<file path="config.mk">
export PLATFORM = sky130hd
export DESIGN_NAME = rf_write_arbiter
export DESIGN_NICKNAME = d
export VERILOG_FILES = /design/src/rtl/rf_pkg.sv /design/src/rtl/rf_scoreboard.sv /design/src/rtl/rf_write_arbiter.sv
export SDC_FILE = /design/constraint.sdc
export NUM_CORES = 1
export LEC_CHECK = 0
export ABC_CLOCK_PERIOD_IN_PS = 1530
export CORE_ASPECT_RATIO = 0.75
export CORE_MARGIN = 8
export CORE_UTILIZATION = 36
export DETAILED_ROUTE_END_ITERATION = 16
export GPL_ROUTABILITY_DRIVEN = 0
export PLACE_DENSITY = 0.76
export REMOVE_ABC_BUFFERS = 1
export SETUP_SLACK_MARGIN = 0.05
export SKIP_CTS_REPAIR_TIMING = 1
export SYNTH_ARGS = -nofsm -noshare
export SYNTH_HDL_FRONTEND = slang
export SYNTH_SLANG_ARGS = --single-unit
</file>
<file path="constraint.sdc">
create_clock -name clk -period 1.53 [get_ports clk]
set_input_delay 0.3825 -clock clk [delete_from_list [all_inputs] [get_ports clk]]
set_output_delay 0.3825 -clock clk [all_outputs]
set_load 0.02 [all_outputs]
</file>
<file path="src/rtl/rf_pkg.sv">
// rf_pkg: shared register-file geometry, address/data types and requester indices.
package rf_pkg;
    localparam int RF_PW = 3;
    localparam int RF_DW = 8;
    localparam int RF_N = 2 ** RF_PW;
    typedef logic [RF_PW-1:0] rf_addr_t;
    typedef logic [RF_DW-1:0] rf_data_t;
    typedef enum logic {REQ_ALU = 1'b0, REQ_LD = 1'b1} req_idx_t;
endpackage

</file>
<file path="src/rtl/rf_scoreboard.sv">
// rf_scoreboard: busy bit per register, set on reserve, cleared on commit, with double-reserve flag.
module rf_scoreboard
    import rf_pkg::*;
#(
    parameter int pw = RF_PW
) (
    input  logic            clk,
    input  logic            reset,
    input  logic            rsv_en,
    input  logic [pw-1:0]   rsv_addr,
    input  logic            clr_en,
    input  logic [pw-1:0]   clr_addr,
    input  logic [pw-1:0]   chk_addr_a,
    input  logic [pw-1:0]   chk_addr_b,
    output logic            haz_a,
    output logic            haz_b,
    output logic [2**pw-1:0] busy,
    output logic            dbl_rsv
);
    localparam int n = 2 ** pw;
    localparam logic [n-1:0] one = 1;

    logic [n-1:0] set_mask;
    logic [n-1:0] clr_mask;
    logic         dbl_hit;

    // OR-ing the set mask after the clear makes a same-register set win over the commit.
    always_comb begin
        set_mask = rsv_en ? one << rsv_addr : '0;
        clr_mask = clr_en ? one << clr_addr : '0;
        dbl_hit  = rsv_en && busy[rsv_addr] && !(clr_en && clr_addr == rsv_addr);
        haz_a    = busy[chk_addr_a];
        haz_b    = busy[chk_addr_b];
    end

    always_ff @(posedge clk or posedge reset) begin
        if (reset) begin
            busy    <= '0;
            dbl_rsv <= 1'b0;
        end else begin
            busy    <= (busy & ~clr_mask) | set_mask;
            dbl_rsv <= dbl_rsv | dbl_hit;
        end
    end
endmodule

</file>
<file path="src/rtl/rf_write_arbiter.sv">
// rf_write_arbiter: round-robin sharing of the register-file write port between ALU and load write-back.
module rf_write_arbiter
    import rf_pkg::*;
#(
    parameter int pw = RF_PW,
    parameter int dw = RF_DW
) (
    input  logic             clk,
    input  logic             reset,
    input  logic [1:0]       req_valid,
    input  logic [pw-1:0]    req_addr0,
    input  logic [pw-1:0]    req_addr1,
    input  logic [dw-1:0]    req_dat0,
    input  logic [dw-1:0]    req_dat1,
    output logic [1:0]       req_ready,
    input  logic             rsv_en,
    input  logic [pw-1:0]    rsv_addr,
    input  logic [pw-1:0]    chk_addrA,
    input  logic [pw-1:0]    chk_addrB,
    output logic             hazA,
    output logic             hazB,
    output logic             rf_wr_en,
    output logic [pw-1:0]    rf_wr_addr,
    output logic [dw-1:0]    rf_dat_in,
    output logic [2**pw-1:0] busy,
    output logic             dbl_rsv
);
    req_idx_t rr;
    logic [1:0] grant;
    logic xfer;

    always_comb begin
        grant[0]  = req_valid[0] && (!req_valid[1] || rr == REQ_ALU);
        grant[1]  = req_valid[1] && (!req_valid[0] || rr == REQ_LD);
        req_ready = reset ? 2'b00 : grant;
        xfer      = |req_ready;
    end

    // After a transfer the pointer moves to the requester that lost, so a waiter is next.
    always_ff @(posedge clk or posedge reset) begin
        if (reset) begin
            rr         <= REQ_ALU;
            rf_wr_en   <= 1'b0;
            rf_wr_addr <= '0;
            rf_dat_in  <= '0;
        end else begin
            rf_wr_en <= xfer;
            if (xfer) begin
                rr         <= req_ready[0] ? REQ_LD : REQ_ALU;
                rf_wr_addr <= req_ready[0] ? req_addr0 : req_addr1;
                rf_dat_in  <= req_ready[0] ? req_dat0 : req_dat1;
            end
        end
    end

    rf_scoreboard #(.pw(pw)) u_sb (
        .clk        (clk),
        .reset      (reset),
        .rsv_en     (rsv_en),
        .rsv_addr   (rsv_addr),
        .clr_en     (rf_wr_en),
        .clr_addr   (rf_wr_addr),
        .chk_addr_a (chk_addrA),
        .chk_addr_b (chk_addrB),
        .haz_a      (hazA),
        .haz_b      (hazB),
        .busy       (busy),
        .dbl_rsv    (dbl_rsv)
    );
endmodule

</file>
After elaboration in Yosys (flattened, before gate mapping)

Cells that the tools add are included.

Input port bits: 36
Register bits after elaboration: 22
Word-level logic and storage cells: 40
Output and inout port bits: 25

Multiplexer cells: 12
Equal/unequal tests: 1
Bitwise operators: 5
Shift operators: 2
Reductions and logical operators: 11
Order comparisons: 3

Operators with widths:

| kind                                                        | number |
|---|---|
| 2-to-1 mux 8 bit                                            | 3 |
| left shift 1 x 3 -> 8 bit (first input constant)            | 2 |
| less-than comparator 3 x 4 -> 1 bit (second input constant) | 3 |
| binary-select mux 1 bit (select 3 bit)                      | 3 |
| bitwise AND 8 bit                                           | 1 |
| NOT 8 bit                                                   | 1 |
| bitwise OR 8 bit                                            | 1 |
| logical AND 1 bit                                           | 5 |
| 2-to-1 mux 1 bit                                            | 4 |
| == test 3 bit                                               | 1 |
| zero test 1 bit                                             | 3 |
| 2-to-1 mux 3 bit                                            | 1 |
| logical OR 1 bit                                            | 2 |
| 2-to-1 mux 2 bit                                            | 1 |
| OR reduction 2 bit                                          | 1 |
| NOT 1 bit                                                   | 1 |
| bitwise OR 1 bit                                            | 1 |

Depth between registers and ports, before layout

Gate-level depths: netlist of the first run.

Word-level depth: 5
Mapped depth: 5
Depth with buffers taken out: 4

Cells and area by module

From an unflattened synthesis of the first run, not the netlist that was laid out.

Cell total of the unflattened synthesis: 135
Area total of the unflattened synthesis: 1,270.0 um^2

Modules (own cells, without submodules):

| module           | sequential area each (um^2) | cells an instance | times used | area each (um^2) |
|---|---|---|---|---|
| rf_write_arbiter | 325.3                       | 75                | 1          | 645.6 |
| rf_scoreboard    | 225.2                       | 60                | 1          | 624.3 |

Worst setup path before layout of the first run

No wires, ideal clock.

Path kind: input -> output
From: input reset
To: output req_ready[1]
Path buffers: 0
Stages: 3
Data required time: 1.147 ns
Arrival time: 1.392 ns
Slack: -0.245 ns
Cell sequence: inv_1 nand2_1 a21oi_1

Longest elaborated chain between the ends: 1

RTL lines:

| item               | RTL line               | RTL |
|---|---|---|
| start: declaration | rf_write_arbiter.sv:9  | `input logic reset,` |
| 2-to-1 mux 2 bit   | rf_write_arbiter.sv:35 | `req_ready = reset ? 2'b00 : grant;` |
| end: declaration   | rf_write_arbiter.sv:15 | `output logic [1:0] req_ready,` |

Every way passes these cells.

Final worst setup path of the first run

From: register u_sb.busy[3]
To: output hazB

Longest elaborated chain between the ends: 2

RTL lines:

| item                                   | RTL line               | RTL |
|---|---|---|
| start: declaration                     | rf_scoreboard.sv:17    | `output logic [2**pw-1:0] busy,` |
| start signal: assignment               | rf_scoreboard.sv:41    | `busy <= (busy & ~clr_mask) \| set_mask;` |
| binary-select mux 1 bit (select 3 bit) | rf_scoreboard.sv:33    | `haz_b = busy[chk_addr_b];` |
| 2-to-1 mux 1 bit (implied by the code) | rf_scoreboard.sv:33    |  |
| end: declaration                       | rf_write_arbiter.sv:21 | `output logic hazB,` |

Every way passes these cells. The select of a mux whose other input is x is not followed.

==> results by group, run 1 <==
Worst setup path
  – Required @ worst endpoint: between 1 and 1.5 ns
  – Worst reg2reg endpoint: u_sb.dbl_rsv
  – Worst path max stage delay: 0.47 ns
  – Worst setup path end: hazB
  – Arrival time of the worst setup path: approximately 1.6 ns
  – CP startpoint kind: flop
  – Crit path max fanout: 4
  – R2R setup slack: -0.16 ns
  – CP Capture Type: output pin
  – Worst reg2reg path depth: 5
  – Worst setup path class: reg -> out
  – Slowest cell on the critical path: mux4_2
  – Cell Chain, Critical Path: mux4_2, mux2_4, buf_6
  – Critical path launch point: u_sb.busy[3]
  – Worst r2r src: u_sb.busy[3]

Timing
  – Hold Violations, Final: 0
  – Skew final: around 0.0041 ns
  – Final worst path period share: 128%
  – RSZ-0062 raised after global routing: yes
  – Actual slew at the worst max-slew pin: around 0.30 ns
  – Final setup fails: 3
  – Post-layout minimum cycle time: a little under 2 ns
  – Final worst slack: -0.424 ns
  – Relative slew slack: approximately 80%
  – Max Slew Vio Count: 0
  – Peak Freq: between 500 and 600 MHz

Route
  – Iteration-0 DRC Markers: 60
  – Drt total wl: roughly 4.2 mm
  – Wire per inst: 16.9 um
  – DRT antenna net count: 0
  – DRT Pass-1 Iters: 4
  – DRC: 0
  – Routed vias/inst: roughly 5
  – Vias: around 1300

Die
  – Die Area: around 5600 um2
  – Initial core utilization: 37.8%
  – Num rows: 18
  – Die H: ~67 um
  – CORE AREA: around 3300 um2
  – Boundary Pins: 61
  – Die W: ~84 um

Synth
  – Synth area leaders: dfrtp_1 (44%), mux2i_1 (9.7%), mux4_2 (9.1%), o21ai_0 (8.9%), nand2_1 (5.4%)
  – Yosys warnings: 0
  – Post-synth design cell area: 1240 um2
  – Flops & latches, synth: 22
  – Seq/Total Area, Yosys: 44.3%
  – Yosys top cell area share: between 40% and 50%
  – Yosys top cell by area: dfrtp_1
  – Syn Inst Count: roughly 120
  – Syn avg cell area: 10.2 um2
  – Unique masters post-synth: 22

Run status
  – Failing checks: negative setup slack
  – Status: complete, but fails checks

Clocking
  – CTS tree: yes
  – Clk Latency, worst-skew pair: 0.26 ns
  – CTS Sinks: 22
  – Reg clk slew, reported paths: 0.08 ns
  – Cts bufs inserted: 3
  – H-tree Lvls: 1
  – Bufs on Longest Clock Path: 2
  – CTS root buffer: clkbuf_8

Layout
  – Area growth from synthesis to final layout: 78.4%
  – Non-Filler Instances: between 200 and 250
  – Antenna Diode Count: 0
  – Fill count: ~260
  – Nets: 245
  – Core Util, Final: approximately two thirds
  – Fraction of layout cells with a size suffix above 1: approximately 23%

Power
  – Tot Pwr: about 2400 uW
  – Worst VDD drop: approximately 0.00060 V
  – Leakage: 0.00123 uW
  – Cell Pwr Density: about 1100 nW/um2

Global route
  – GRT overflow: 0
  – Total track usage: 14.7%
  – Vias in the first global route: 1400
  – Initial antenna violation count: 0
  – Largest net degree at the start of global routing: 24
  – First-pass GRT wire length: roughly 6.7 mm

Place
  – Placed Cells: approximately 240
  – Post-DP HPWL: between 3 and 4 mm
  – Port-buffer cells: 60
  – Pre-CTS WS: -1.06 ns

Run
  – MaxCap Viol Count: 0

Worst hold path
  – Worst Hold Class: in -> async
==> state kept, by name, summed over array words and instances, names as in the netlist <==
register      flops
rf_dat_in         8
rf_wr_addr        3
rf_wr_en          1
rr                1
u_sb.busy         8
u_sb.dbl_rsv      1
==> Yosys cell counts <==
master     n
o21ai_0   22
dfrtp_1   22
nand2_1   18
xor2_1     2
nor2_1     3
buf_2      1
or2b_2     1
nand2b_1   7
o31ai_1    4
and2_2     1
o21ai_1    5
a31oi_1    1
buf_6      2
nor3_1     2
a21oi_1    2
mux2_2     4
a21o_1     1
inv_1      4
mux4_2     5
a31o_1     1
mux2i_1   12
clkbuf_1   2
==> how the worst min path moves through the flow <==
| stage | startpoint | end | depth (start not counted) | slack, ns |
|---|---|---|---|---|
| after global placement | rf_dat_in[0] | rf_dat_in[0] | 2 | 0.46 |
| after global routing | reset | rf_dat_in[4] | 3 | 0.31 |
| after CTS | u_sb.dbl_rsv | u_sb.dbl_rsv | 1 | 0.49 |
| final | reset | u_sb.busy[3] | 3 | 0.26 |
| after floorplan | reset | rf_dat_in[0] | 1 | 0.39 |
| after detailed placement | u_sb.dbl_rsv | u_sb.dbl_rsv | 1 | 0.47 |
==> cell usage in the layout, fill, tap and decap left out <==
cell	count
a21o_1	1
a21oi_1	1
a21oi_2	1
a31o_1	1
a31oi_1	1
and2_2	1
buf_12	1
buf_4	28
buf_6	2
clkbuf_8	4
clkdlybuf4s50_1	27
dfrtp_1	22
dlymetal6s2s_1	29
inv_1	4
mux2_2	2
mux2_4	2
mux2i_1	12
mux4_2	5
nand2_1	18
nand2b_1	6
nand2b_4	1
nor2_1	3
nor3_1	2
o21ai_0	20
o21ai_1	7
o31ai_1	4
or2b_2	1
xor2_1	2
==> logic make-up (layout without fill, tap and decap cells) <==
| family | Yosys count | count (layout) | synth area share [%] |
|---|---|---|---|
| multiplexers | 21 | 21 | 22.4 |
| AO/OA/AOI/OAI | 36 | 36 | 15.9 |
| buffers and inverters | 9 | 95 | 4.03 |
| flip-flops | 22 | 22 | 44.3 |
| AND/OR/NAND/NOR | 32 | 32 | 12.0 |
| XOR/XNOR | 2 | 2 | 1.41 |
==> report_power, final <==
part           internal [uW]  switching (uW)
Sequential               694            96.0
Clock                    229             185
Combinational            636             514
==> routing by layer <==
layer | part of all wire [%] | track usage (%) | up-vias
met3 | 7.9 | 5.72 | 4
li1 | - | - | 610
met2 | 47 | 23.7 | 61
met5 | 0 | 0 | -
met1 | 44 | 18.1 | 598
met4 | 0.81 | 3.86 | 0
==> stage by stage <==
stage          hold slack [ns]  TNS (ns)  cell area [um2]
2_1_floorplan            0.387     -3.58             1210
3_3_place_gp             0.461     -6.69             2050
3_5_place_dp             0.474     -7.92             2050
4_1_cts                  0.493     -7.09             2110
5_1_grt                  0.312     -1.15             2220
6_report                 0.262     -1.01             2220
==> critical path, delay by kind of cell (launching register included) <==
kind     cells  cell delay (ns)
mux          2             0.76
flops        1             0.42
buf+inv      1             0.13
==> area by class of cell <==
class                           instances  area [um2]  share of cell area (%)
Sequential cell                        22         551                    24.8
Clock buffer                            4        55.1                    2.48
Timing Repair Buffer                   87         886                    40.0
Multi-Input combinational cell         91         661                    29.8
Tap cell                               40        50.0                    2.26
Inverter                                4        15.0                   0.677
Power figures use the tool's default switching activity.
==> run 2: changes to the inputs <==
ABC_CLOCK_PERIOD_IN_PS = 2310   (was 1530)
CORE_UTILIZATION = 43   (was 36)
PLACE_DENSITY = 0.85   (was 0.76)
clock period = 2.31 ns   (was 1.53 ns; I/O delays follow)
==> run 2 against run 1 <==
The flow now finishes without violations; hold slack better by 0.21 ns; worst setup slack improved by 0.50 ns; critical path depth up 1; combinational power shrank 41%; clock power down 43%; sequential power fell by 33%; global-route usage increased by 1.2 points; final area shrank 9.8%; cell count is 6.5% lower; die area down 13%; non-clock buffer count down 13; via count is 2.5% lower; critical path type is now in -> out; critical endpoint is now hazA; largest cell class unchanged; largest power group unchanged.
==> results by group, run 2 (synthesis results as in run 1) <==
Run status
  – Status: completed (was complete, but fails checks)

Timing
  – Final setup fails: 0 (was 3)
  – Final worst path period share: a little over nine tenths
  – Hold Violations, Final: 0 (unchanged)
  – Actual slew at the worst max-slew pin: 0.329 ns (was 0.297 ns)
  – Peak Freq: between 400 and 500 MHz
  – Max Slew Vio Count: 0 (unchanged)
  – Post-layout minimum cycle time: approximately 2.2 ns
  – RSZ-0062 raised after global routing: yes (unchanged)
  – Hold_ws: 0.471 ns (was 0.262 ns)
  – Relative slew slack: 77.9% (was 80.2%)
  – Skew final: 0.000465 ns (was 0.00413 ns)
  – TNS Setup: 0 ns (was -1.01 ns)

Clocking
  – CTS tree: yes (unchanged)
  – Cts bufs inserted: 3 (unchanged)
  – CTS Sinks: 22 (unchanged)
  – H-tree Lvls: 1 (unchanged)
  – Bufs on Longest Clock Path: 2 (unchanged)
  – CTS root buffer: clkbuf_8 (unchanged)
  – Reg clk slew, reported paths: 0.08 ns (about the same)
  – Clk Latency, worst-skew pair: 0.26 ns (about the same)

Worst setup path
  – Cell Chain, Critical Path: dlymetal6s2s_1, mux4_2, mux2_2, clkbuf_2 (was mux4_2, mux2_4, buf_6)
  – Worst path max stage delay: 0.51 ns (was 0.47 ns)
  – CP Capture Type: output pin (unchanged)
  – Crit path max fanout: 2 (was 4)
  – Critical path launch point: chk_addrA[1] (was u_sb.busy[3])
  – Required @ worst endpoint: 1.73 ns (was 1.15 ns)
  – Slowest cell on the critical path: mux4_2 (unchanged)
  – Arrival time of the worst setup path: 1.66 ns (was 1.57 ns)
  – Worst r2r src: u_sb.busy[3] (unchanged)
  – Worst setup path class: in -> out (was reg -> out)
  – CP startpoint kind: input pin (was flop)

Die
  – Initial core utilization: 43.6% (was 37.8%)
  – Num rows: 17 (was 18)
  – Die W: 78.1 um (was 83.8 um)
  – CORE AREA: 2850 um2 (was 3290 um2)
  – Die H: 62.6 um (was 66.9 um)
  – Die Area: 4880 um2 (was 5610 um2)
  – Boundary Pins: 61 (unchanged)

Power
  – Sw Share: 35.0% (was 33.8%)
  – Switch Pwr: 508 uW (was 795 uW)
  – Cell Int Power: 942 uW (was 1560 uW)
  – Comb pwr share: 47.1% (was 48.8%)
  – Sequential share of power: 36.6% (was 33.6%)
  – Clk pwr share: 16.3% (was 17.6%)
  – Cell Pwr Density: 726 nW/um2 (was 1060 nW/um2)
  – Worst VDD drop: 0.000376 V (was 0.000604 V)
  – Leakage: 0.000925 uW (was 0.00123 uW)

Route
  – WL met3: 337 um (was 332 um)
  – Vias: 1241 (was 1273)
  – Wire per inst: 16.6 um (was 16.9 um)
  – Iteration-0 DRC Markers: 42 (was 60)
  – Routed wl met2: 1.71 mm (was 1.97 mm)
  – Post-Route M1 WL: 1.73 mm (was 1.84 mm)
  – DRT Pass-1 Iters: 4 (unchanged)
  – Top Layer Used: met4 (unchanged)
  – Routed vias/inst: 5.35 (was 5.13)
  – DRT antenna net count: 0 (unchanged)
  – DRC: 0 (unchanged)
  – Drt total wl: 3.85 mm (was 4.18 mm)

Global route
  – Largest net degree at the start of global routing: 24 (unchanged)
  – GRT overflow: 0 (unchanged)
  – Vias in the first global route: 1335 (was 1400)
  – Initial antenna violation count: 0 (unchanged)
  – Total track usage: 15.9% (was 14.7%)
  – First-pass GRT wire length: 6.27 mm (was 6.69 mm)

Layout
  – Most frequent cells in the layout: clkdlybuf4s50_1 (52), o21ai_0 (22), dfrtp_1 (22) (was dlymetal6s2s_1 (29), buf_4 (28), clkdlybuf4s50_1 (27))
  – Footprint of the multi-input gates: 642 um2 (was 661 um2)
  – Fraction of layout cells with a size suffix above 1: 16.0% (was 23.1%)
  – Fin area: 2000 um2 (was 2220 um2)
  – Top flop regs: rf_dat_in: 8 flops, u_sb.busy: 8 flops, rf_wr_addr: 3 flops (unchanged)
  – Fill count: 224 (was 256)
  – Area growth from synthesis to final layout: 60.9% (was 78.4%)
  – Commonest non-fill, non-tap cell in the layout: clkdlybuf4s50_1 (was dlymetal6s2s_1)
  – Nets: 232 (was 245)
  – Antenna Diode Count: 0 (unchanged)
  – Reg area: 551 um2 (unchanged)

Place
  – Placed cell area: 1960 um2 (was 2050 um2)
  – Post-DP HPWL: 3.16 mm (was 3.30 mm)
  – Port-buffer cells: 60 (unchanged)

Run
  – MaxCap Viol Count: 0 (unchanged)

Worst hold path
  – Worst Hold Class: reg -> reg (was in -> async)
  – HP Start: u_sb.dbl_rsv
run 2: changes by cell type in the layout (fill, tap and decap cells not counted), sizes merged:
cell / change
dlymetal6s2s: -24
buf: -16
clkbuf: +1
clkdlybuf4s50: +25
run 2: per-layer routing:
metal | GRT usage, % | vias up
met5 | 0 | -
met4 | 7.14 | 0
met3 | 5.60 | 8
met2 | 25.6 | 63
met1 | 18.5 | 591
li1 | - | 579
run 2: power by group through the flow:
stage	Sequential (uW)	Combinational [uW]	Clock [uW]
floorplan	624	213	0
global placement	529	679	0
detailed placement	539	702	0
CTS	532	704	241
global route	542	735	259
finish	531	683	236
run 2: worst paths after layout:
| kind | end | slack (ns) | depth (start not counted) |
|---|---|---|---|
| worst max register to register | u_sb.dbl_rsv | 0.74 | 4 |
| worst min register to register | u_sb.dbl_rsv | 0.47 | 1 |
| max in group asynchronous | u_sb.dbl_rsv | 1.35 | 3 |
| worst min-delay path | u_sb.dbl_rsv | 0.47 | 1 |
| worst max-delay path | hazA | 0.07 | 4 |
| min in group asynchronous | u_sb.busy[3] | 0.73 | 3 |
run 2: area by class of cell:
cell class	instances	area share, %
Timing Repair Buffer	74	35.2
Clock buffer	3	2.07
Inverter	4	0.751
Multi-Input combinational cell	91	32.1
Tap cell	38	2.38
Sequential cell	22	27.5
run 2: worst max-delay path, delay by kind of cell:
kind | cells | cell delay, ns
multiplexers | 2 | 0.79
buffers and inverters | 2 | 0.29
run 2: metrics by stage:
step / total power [uW] / util (%) / worst slack [ns] / instances
final: 1450 / 70.1 / 0.0728 / 232
after global routing: 1540 / 70.1 / 0.0156 / 232
after CTS: 1480 / 70.2 / -0.704 / 232
after detailed placement: 1240 / 68.8 / -0.700 / 229
after global placement: 1210 / 68.8 / -0.648 / 229
after floorplan: 838 / - / 0.145 / 117
==> run 3: changes to the inputs <==
--- a/config.mk
+++ b/config.mk
@@ -7,3 +7,3 @@
 export LEC_CHECK = 0
-export ABC_CLOCK_PERIOD_IN_PS = 2310
+export ABC_CLOCK_PERIOD_IN_PS = 2810
 export CORE_ASPECT_RATIO = 0.75
==> constraint.sdc (replaced) <==
create_clock -name clk -period 2.81 [get_ports clk]
set_input_delay 0.7025 -clock clk [delete_from_list [all_inputs] [get_ports clk]]
set_output_delay 0.7025 -clock clk [all_outputs]
set_load 0.005 [all_outputs]
==> run 3 against run 2 <==
Via count shrank 2.9%; combinational power shrank 42%; clock power shrank 22%; count of clock-buffer cells in the layout is the same; critical endpoint is now hazB.
==> results by group, run 3 (synthesis results as in run 1) <==
Run status
  – Status: completed (unchanged)

Global route
  – Vias in the first global route: 1254 (was 1335)
  – Largest net degree at the start of global routing: 24 (unchanged)
  – Initial antenna violation count: 0 (unchanged)
  – Total track usage: 14.9% (was 15.9%)
  – GRT overflow: 0 (unchanged)
  – First-pass GRT wire length: 6.11 mm (was 6.27 mm)

Layout
  – Area growth from synthesis to final layout: 55.9% (was 60.9%)
  – Core Util, Final: 68.0% (was 70.1%)
  – Most frequent cells in the layout: clkdlybuf4s50_1 (53), o21ai_0 (22), dfrtp_1 (22) (was clkdlybuf4s50_1 (52), o21ai_0 (22), dfrtp_1 (22))
  – Non-Filler Instances: 222 (was 232)
  – Antenna Diode Count: 0 (unchanged)
  – Top flop regs: rf_dat_in: 8 flops, u_sb.busy: 8 flops, rf_wr_addr: 3 flops (unchanged)
  – Commonest non-fill, non-tap cell in the layout: clkdlybuf4s50_1 (unchanged)
  – Fraction of layout cells with a size suffix above 1: 10.3% (was 16.0%)
  – Nets: 222 (was 232)

Power
  – Clk pwr share: 17.8% (was 16.3%)
  – Cell Int Power: 735 uW (was 942 uW)
  – Cell Pwr Density: 538 nW/um2 (was 726 nW/um2)
  – Sequential share of power: 44.4% (was 36.6%)
  – Comb pwr share: 37.8% (was 47.1%)
  – Worst VDD drop: 0.000281 V (was 0.000376 V)
  – Switch Pwr: 307 uW (was 508 uW)
  – Sw Share: 29.4% (was 35.0%)
  – Leakage: 0.000879 uW (was 0.000925 uW)

Die
  – Initial core utilization: 43.6% (unchanged)
  – Die Area: 4880 um2 (unchanged)
  – CORE AREA: 2850 um2 (unchanged)
  – Die W: 78.1 um (unchanged)
  – Die H: 62.6 um (unchanged)
  – Num rows: 17 (unchanged)
  – Boundary Pins: 61 (unchanged)

Clocking
  – CTS tree: yes (unchanged)
  – Reg clk slew, reported paths: 0.07 ns (was 0.08 ns)
  – Clk Latency, worst-skew pair: 0.25 ns (was 0.26 ns)
  – CTS Sinks: 22 (unchanged)
  – Cts bufs inserted: 3 (unchanged)
  – H-tree Lvls: 1 (unchanged)
  – CTS root buffer: clkbuf_8 (unchanged)
  – Bufs on Longest Clock Path: 2 (unchanged)

Timing
  – Peak Freq: between 300 and 400 MHz
  – RSZ-0062 raised after global routing: yes (unchanged)
  – Final setup fails: 0 (unchanged)
  – Actual slew at the worst max-slew pin: 0.464 ns (was 0.329 ns)
  – Relative slew slack: 69.0% (was 77.9%)
  – Final worst path period share: a little over nine tenths
  – Max Slew Vio Count: 0 (unchanged)
  – Hold_ws: 0.481 ns (was 0.471 ns)
  – Post-layout minimum cycle time: about 2.8 ns
  – Hold Violations, Final: 0 (unchanged)
  – Final worst slack: 0.0448 ns (was 0.0728 ns)
  – Skew final: 0.00178 ns (was 0.000465 ns)

Worst setup path
  – Cell Chain, Critical Path: dlymetal6s2s_1, mux4_2, mux2_2, clkdlybuf4s50_1 (was dlymetal6s2s_1, mux4_2, mux2_2, clkbuf_2)
  – CP Capture Type: output pin (unchanged)
  – Crit path max fanout: 2 (unchanged)
  – Worst reg2reg endpoint: u_sb.dbl_rsv (unchanged)
  – Worst r2r src: u_sb.busy[3] (unchanged)
  – Slowest cell on the critical path: mux4_2 (unchanged)
  – R2R setup slack: 1.35 ns (was 0.74 ns)
  – CP startpoint kind: input pin (unchanged)
  – Top Family by Delay on Critical Path: multiplexers (unchanged)
  – Arrival time of the worst setup path: 2.06 ns (was 1.66 ns)
  – Worst Path Buf+Inv: 2 (unchanged)
  – Worst setup path class: in -> out (unchanged)
  – Required @ worst endpoint: 2.11 ns (was 1.73 ns)
  – Worst path max stage delay: 0.51 ns (about the same)
  – Worst reg2reg path depth: 3 (was 4)

Route
  – Wire per inst: 16.1 um (was 16.6 um)
  – DRT Pass-1 Iters: 4 (unchanged)
  – Iteration-0 DRC Markers: 27 (was 42)
  – DRC: 0 (unchanged)
  – Vias: 1205 (was 1241)
  – Routed vias/inst: 5.43 (was 5.35)
  – DRT antenna net count: 0 (unchanged)
  – Drt total wl: 3.58 mm (was 3.85 mm)

Place
  – Port-buffer cells: 60 (unchanged)
  – Post-DP HPWL: 2.95 mm (was 3.16 mm)
  – Pre-CTS WS: -0.356 ns (was -0.700 ns)
  – Placed Cells: 219 (was 229)

Worst hold path
  – Hold path depth: 2 (was 1)
  – HP Start: rf_dat_in[1] (was u_sb.dbl_rsv)
  – Hold endpoint: rf_dat_in[1] (was u_sb.dbl_rsv)
  – Worst Hold Class: reg -> reg (unchanged)

Run
  – MaxCap Viol Count: 0 (unchanged)
==> run 3: worst min-delay path: cells and delay by family (launching register included) <==
kind               cells  cell delay (ns)
AOI/OAI and AO/OA      1             0.06
DFF                    1             0.34
and+or+nand+nor        1             0.04
==> run 3: per-layer routing <==
metal  share of wire [%]  routed length [um]  track usage (%)
met1                  43                1520             18.3
met2                  45                1600             23.1
met5                   0                   0                0
met4                 1.3                  45             4.15
met3                  11                 406             6.61
==> run 3: power groups by stage <==
stage / clock (uW) / sequential (uW) / combinational, uW
after floorplan: 0 / 445 / 160
after global placement: 0 / 458 / 389
after detailed placement: 0 / 469 / 403
after CTS: 191 / 463 / 405
after global routing: 210 / 472 / 429
final: 185 / 463 / 394
==> run 3: layout make-up <==
cell class / count / area, um2
multi-input cells: 91 / 642
clock buffers: 3 / 41.3
inverters: 4 / 15.0
flip-flops and latches: 22 / 551
well taps: 38 / 47.5
fillers: 226 / 913
repair buffers: 64 / 641
==> run 3: worst max path at each step <==
stage	to	depth (start not counted)	startpoint	slack, ns
after floorplan	req_ready[1]	3	reset	0.61
after global placement	hazB	4	chk_addrB[1]	-0.31
after detailed placement	hazA	4	chk_addrA[1]	-0.36
after CTS	hazA	4	chk_addrA[1]	-0.36
after global routing	hazB	4	chk_addrB[0]	0.02
final	hazB	4	chk_addrB[0]	0.04
==> run 3: stage by stage <==
step | setup TNS [ns] | power, uW | cell area, um2
2_1_floorplan | 0 | 605 | 1210
3_3_place_gp | -0.612 | 848 | 1890
3_5_place_dp | -0.706 | 872 | 1890
4_1_cts | -0.715 | 1060 | 1930
5_1_grt | 0 | 1110 | 1940
6_report | 0 | 1040 | 1940
